**config.mk**
```make
export PLATFORM = sky130hd
export DESIGN_NAME = solve_ctrl
export DESIGN_NICKNAME = d
export VERILOG_FILES = /design/src/rtl/solve_ctrl.sv
export SDC_FILE = /design/constraint.sdc
export NUM_CORES = 1
export LEC_CHECK = 0
export ABC_AREA = 1
export BUFFER_PORTS_ARGS = -buffer_cell sky130_fd_sc_hd__buf_2
export CORE_MARGIN = 3
export CORE_UTILIZATION = 52
export CTS_CLUSTER_SIZE = 30
export DETAILED_ROUTE_END_ITERATION = 6
export PLACE_DENSITY = 0.83
export SLEW_MARGIN = 20
export SYNTH_ARGS = -nofsm -noshare
export SYNTH_HDL_FRONTEND = slang
export SYNTH_SLANG_ARGS = --single-unit
```
**constraint.sdc**
```tcl
create_clock -name clk -period 1.6 [get_ports clk]
set_input_delay 0.48 -clock clk [delete_from_list [all_inputs] [get_ports clk]]
set_output_delay 0.48 -clock clk [all_outputs]
set_load 0.005 [all_outputs]
```
**src/rtl/solve_ctrl.sv**
```systemverilog
// solve_ctrl: host-side driver and reader for the cube solver top.
// Collects the 120-bit cube state from host word writes. Resets, arms and runs
// the solver, logs each move it reports, and flags done, fail or timeout.
module solve_ctrl #(
  parameter int MAX_MOVES   = 10,
  parameter int TIMEOUT     = 1000000,
  parameter int SRST_CYCLES = 4,
  parameter int LOG_DEPTH   = 16
) (
  input  logic         clk,
  input  logic         rst_n,
  input  logic         wr_en,
  input  logic [1:0]   wr_addr,
  input  logic [31:0]  wr_data,
  input  logic         start,
  input  logic [3:0]   rd_idx,
  output logic [7:0]   rd_data,
  output logic [119:0] cube_d,
  output logic         run,
  output logic         solver_rst_n,
  input  logic [3:0]   solver_addr,
  input  logic [3:0]   solver_step,
  input  logic         solver_q,
  output logic         busy,
  output logic         done,
  output logic         fail,
  output logic         timeout,
  output logic [4:0]   move_cnt
);
  localparam int SW = (SRST_CYCLES > 1) ? $clog2(SRST_CYCLES) : 1;

  typedef enum logic [2:0] {IDLE, SRST, ARM, RUN, DONE, FAIL} state_e;

  typedef struct packed {
    logic [3:0] addr;
    logic [3:0] step;
  } move_t;

  state_e                    state_q, state_d;
  logic [SW-1:0]             srst_cnt_q, srst_cnt_d;
  logic [23:0]               cyc_q, cyc_d;
  logic                      timeout_q, timeout_d;
  logic [4:0]                move_cnt_q, move_cnt_d;
  move_t [LOG_DEPTH-1:0]     log_q, log_d;
  logic [2:0][31:0]          w_q, w_d;
  logic [23:0]               w3_q, w3_d;
  logic [3:0]                addr_q;
  logic                      start_q;
  logic [7:0]                rd_data_q, rd_data_d;
  logic                      run_q, run_d;
  logic                      srn_q, srn_d;
  logic                      busy_q, busy_d;
  logic                      done_q, done_d;
  logic                      fail_q, fail_d;

  logic start_pulse;
  logic host_wr_ok;
  logic addr_hi;
  logic new_move;

  // A start held high only counts once, on its rising edge.
  assign start_pulse = start & ~start_q;
  assign host_wr_ok  = (state_q == IDLE) || (state_q == DONE) || (state_q == FAIL);
  assign addr_hi     = (solver_addr >= 4'(MAX_MOVES));
  assign new_move    = (solver_addr != addr_q) && (solver_addr != 4'd0);

  // Next-state, counters, move log, state words and registered outputs.
  always_comb begin
    state_d    = state_q;
    srst_cnt_d = srst_cnt_q;
    cyc_d      = cyc_q;
    timeout_d  = timeout_q;
    move_cnt_d = move_cnt_q;
    log_d      = log_q;
    w_d        = w_q;
    w3_d       = w3_q;

    unique case (state_q)
      IDLE, DONE, FAIL: if (start_pulse) state_d = SRST;
      SRST: begin
        if (srst_cnt_q == SW'(SRST_CYCLES - 1)) state_d = ARM;
        else                                     srst_cnt_d = srst_cnt_q + 1'b1;
      end
      ARM: state_d = RUN;
      RUN: begin
        cyc_d = cyc_q + 24'd1;
        // A solved flag beats both the move limit and the cycle budget.
        if (solver_q)                         state_d = DONE;
        else if (addr_hi)                     state_d = FAIL;
        else if (cyc_q == 24'(TIMEOUT - 1)) begin
          state_d   = FAIL;
          timeout_d = 1'b1;
        end
        if (new_move) begin
          log_d[solver_addr - 4'd1] = '{addr: solver_addr, step: solver_step};
          if (move_cnt_q != 5'(LOG_DEPTH)) move_cnt_d = move_cnt_q + 5'd1;
        end
      end
      default: state_d = IDLE;
    endcase

    // Every (re)start begins from a clean log and fresh counters.
    if (state_d == SRST && state_q != SRST) begin
      srst_cnt_d = '0;
      cyc_d      = '0;
      timeout_d  = 1'b0;
      move_cnt_d = '0;
      log_d      = '0;
    end

    // Cube words are frozen while the solver owns them.
    if (wr_en && host_wr_ok) begin
      unique case (wr_addr)
        2'd0: w_d[0] = wr_data;
        2'd1: w_d[1] = wr_data;
        2'd2: w_d[2] = wr_data;
        2'd3: w3_d   = wr_data[23:0];
        default: ;
      endcase
    end

    rd_data_d = log_q[rd_idx];

    run_d  = (state_d == ARM);
    srn_d  = (state_d == ARM) || (state_d == RUN) || (state_d == DONE) || (state_d == FAIL);
    busy_d = (state_d == SRST) || (state_d == ARM) || (state_d == RUN);
    done_d = (state_d == DONE);
    fail_d = (state_d == FAIL);
  end

  // Single register bank for FSM, datapath and outputs.
  always_ff @(posedge clk or negedge rst_n) begin
    if (!rst_n) begin
      state_q    <= IDLE;
      srst_cnt_q <= '0;
      cyc_q      <= '0;
      timeout_q  <= 1'b0;
      move_cnt_q <= '0;
      log_q      <= '0;
      w_q        <= '0;
      w3_q       <= '0;
      addr_q     <= '0;
      start_q    <= 1'b0;
      rd_data_q  <= '0;
      run_q      <= 1'b0;
      srn_q      <= 1'b0;
      busy_q     <= 1'b0;
      done_q     <= 1'b0;
      fail_q     <= 1'b0;
    end else begin
      state_q    <= state_d;
      srst_cnt_q <= srst_cnt_d;
      cyc_q      <= cyc_d;
      timeout_q  <= timeout_d;
      move_cnt_q <= move_cnt_d;
      log_q      <= log_d;
      w_q        <= w_d;
      w3_q       <= w3_d;
      addr_q     <= solver_addr;
      start_q    <= start;
      rd_data_q  <= rd_data_d;
      run_q      <= run_d;
      srn_q      <= srn_d;
      busy_q     <= busy_d;
      done_q     <= done_d;
      fail_q     <= fail_d;
    end
  end

  assign cube_d       = {w3_q, w_q[2], w_q[1], w_q[0]};
  assign rd_data      = rd_data_q;
  assign run          = run_q;
  assign solver_rst_n = srn_q;
  assign busy         = busy_q;
  assign done         = done_q;
  assign fail         = fail_q;
  assign timeout      = timeout_q;
  assign move_cnt     = move_cnt_q;

endmodule
```
==> results.sh <==
export IMPL_outcome="complete, but fails checks"
export IMPL_violations="setup timing"
export IMPL_area_delta_synth_final_pct=44.92
export IMPL_cp_common_cell="buf_6"
export IMPL_rows=56
export IMPL_fin_crit_sh_pct=153.8
export IMPL_synth_most_common_cell="dfrtp_1"
export IMPL_setup_viol=372
export IMPL_ys_warn_count=0
export IMPL_synth_edff_count=0
export IMPL_hp_start="start"
export IMPL_synthFlopType="dfrtp_1"
export IMPL_ff2ff_setup_slack_ns=-0.86
export IMPL_worstHoldPathCells=1
export IMPL_top_usage_layer="met2"
export IMPL_antenna_found_initial=6
export IMPL_synthArstFlopShare_pct=100.0
export IMPL_criticalPathCategory="reg -> reg"
export IMPL_timing_final_crit_period_ns=2.460
export IMPL_initial_utilization_pct=53.80
export IMPL_r2r_end="cube_d[19]$_DFFE_PN0P_"
export IMPL_cp_start_kind="flip-flop"
export IMPL_irDropWorstVdd_mv=1.489
export IMPL_io_pins=190
export IMPL_drv_cap=0
export IMPL_syn_area_sq_um=12820
export IMPL_avgViaCountPerCell=6.465
export IMPL_drv_slew=0
export IMPL_met1_usage_pct=38.08
export IMPL_hpwl_um=24680
export IMPL_yosys_register_bits=301
export IMPL_ys_top_cells_by_area="dfrtp_1, nand2_1, o21ai_0"
export IMPL_r2r_start="state_q[0]$_DFF_PN0_"
export IMPL_cts_root_buf="clkbuf_16"
export IMPL_synth_top_cell_by_area="dfrtp_1"
export IMPL_setup_ws_ns=-0.8601
export IMPL_h_tree_depth=1
export IMPL_power_density_nw_per_um2=1802
export IMPL_leakage_nw=9.093
export IMPL_synth_common_cells="dfrtp_1, nand2_1, o21ai_0, inv_1, nor2_1"
export IMPL_dieWidth_um=163.0
export IMPL_synth_distinct_cells=42
export IMPL_grt_pass1_vias=12400
export IMPL_overflow=0
export IMPL_grt_pass1_wl_um=65330
export IMPL_wl_per_cell_um=26.06
export IMPL_gp_congestion=0.9452
export IMPL_critPathCaptureType="flip-flop"
export IMPL_drtIter0Drc=1801
export IMPL_synth_fp_nets=1480
export IMPL_core_area_sq_um=23820
export IMPL_max_freq_ghz=0.4065
export IMPL_die_area_sq_um=26570
export IMPL_fin_nets=1842
export IMPL_finalHoldViolCount=0
export IMPL_slew_headroom_pct=54.20
export IMPL_crit_chain="buf_6 -> nand2_4 -> nand2_4 -> buf_6 -> nor2_4 -> buf_6 -> nand3_4 -> clkbuf_16 -> o21ai_0"
export IMPL_wirelength_um=55610
export IMPL_cts_tree="yes"
export IMPL_tightest_slew_ns=0.6798
export IMPL_portBuffers=189
export IMPL_cp_depth=9
export IMPL_cp_slowest_cell="o21ai_0"
export IMPL_grtUsageTotal_pct=30.80
export IMPL_grtUsageMet2_pct=51.52
export IMPL_worstPathRequired_ns=2.01
export IMPL_grt_max_degree=52
export IMPL_ys_seq_area_share_pct=58.77
export IMPL_clk_transition_reported_paths_ns=0.08
export IMPL_dp_cells=2014
export IMPL_critPathArrivalTime_ns=2.87
export IMPL_clk_latency_ns=0.57
export IMPL_worstHoldPathType="in -> reg"
export IMPL_remaining_drc_errors=0
export IMPL_cts_sinks=301
export IMPL_rsz0062_at_grt="yes"
export IMPL_vias=13800
export IMPL_cts_buffers=31
export IMPL_syn_area_per_cell_sq_um=8.994
export IMPL_drtPass1Iterations=6
export IMPL_ff2ff_path_depth=9
export IMPL_drive_gt1_share_pct=37.88
export IMPL_stdcell_count=2134
export IMPL_cpPeakStageDelay_ns=0.56
export IMPL_die_h_um=163.0
export IMPL_fin_skew_ns=0.03054
export IMPL_final_antenna_net_count=0
export IMPL_holdPathEnd="start_q$_DFF_PN0_"
export IMPL_path_delay_family="buffers and inverters"
export IMPL_place_ws_ns=-0.4349
export IMPL_grt_util_met3_pct=7.070
export IMPL_critPathMaxFanout=22
export IMPL_fin_tns_setup_ns=-111.54
export IMPL_synthCells=1425
export IMPL_synthDominantCellAreaShare_pct=58.77
export IMPL_path_buf_inv=4
export IMPL_cts_path_max_buffers=3
[layout by cell type (no fill, tap or decap), types with 10 or more instances in the layout]
cell and instances:
dfrtp_1 301, nor2_2 36, nand3_2 23, o22ai_2 13, clkbuf_16 47, nand3_4 13
inv_1 158, nand3_1 13, nand2_4 22, nor2_4 15, buf_2 187, nand2_1 220
o21ai_1 37, a21oi_1 88, nand2_2 30, xor2_1 10, buf_12 29, o21ai_2 41
o211ai_1 10, nor2_1 100, o21ai_0 126, buf_6 22, buf_4 130
[how the worst max path moves through the flow]
| stage | start | to |
|---|---|---|
| 2_1_floorplan | cyc_q[0]$_DFFE_PN0N_ | srst_cnt_q[0]$_DFFE_PN0P_ |
| 3_3_place_gp | solver_addr[1] | log_q[115]$_DFFE_PN0P_ |
| 3_5_place_dp | solver_addr[1] | log_q[115]$_DFFE_PN0P_ |
| 4_1_cts | cyc_q[0]$_DFFE_PN0N_ | log_q[101]$_DFFE_PN0P_ |
| 5_1_grt | state_q[0]$_DFF_PN0_ | cube_d[19]$_DFFE_PN0P_ |
| 6_report | state_q[0]$_DFF_PN0_ | cube_d[19]$_DFFE_PN0P_ |
[timing repair]
item / CTS / global route
endpoints found under the hold margin: 26 / 0
setup endpoints to repair: 187 / 323
hold buffers: 1 / 0
gates resized for setup: 128 / 261
buffers inserted: 18 / 19
pin swaps: 13 / 26
cloned: 6 / 21
[power by group]
part | leakage, nW | switching (mW) | internal [mW] | total [mW]
combinational | 4.59 | 8.56 | 6.34 | 14.9
sequential | 3.99 | 1.61 | 9.38 | 11.0
clock | 0.508 | 3.29 | 4.28 | 7.57
[registers in the layout, summed over array words and instances, names as in the netlist, 2 cells and up]
register    cells
state_q         3
w3_q           24
cube_d         96
srst_cnt_q      2
move_cnt        5
addr_q          4
cyc_q          24
log_q         128
rd_data         8
[kinds of logic after synthesis]
kind of cell / Yosys count / share of synthesized area [%]
multiplexers: 6 / 0.4686
flip-flops: 301 / 58.77
adder cells (fa/ha/maj): 4 / 0.3905
AND/OR/NAND/NOR: 502 / 16.80
AO/OA/AOI/OAI: 357 / 15.07
XOR/XNOR: 16 / 1.093
buffers and inverters: 239 / 7.400
[area by class of cell]
cell class | instances | area [sq um]
inverters | 170 | 645.6
diodes | 4 | 10.01
flip-flops and latches | 301 | 7532
multi-input cells | 886 | 5560
repair buffers | 397 | 3393
clock buffers | 47 | 915.9
fillers | 1210 | 5250
clock inverters | 10 | 116.4
well taps | 319 | 399.1
[per-layer routing]
layer / vias up / routed length (um)
met4: 2 / 6127
met1: 6501 / 17410
met5: - / 13
li1: 5378 / -
met3: 539 / 7376
met2: 1377 / 24680
[through the flow]
stage | hold WS (ns) | power, mW | instance area [sq um] | utilization, %
after floorplan | 0.1844 | 14.58 | 12880 | -
after global placement | 0.4083 | 18.82 | 15310 | 64.28
after detailed placement | 0.4066 | 19.19 | 15310 | 64.28
after CTS | 0.05035 | 28.52 | 17140 | 71.96
after global routing | 0.03787 | 34.24 | 18570 | 77.94
final | 0.03638 | 33.46 | 18570 | 77.96
(Power assumes the default switching activity.)
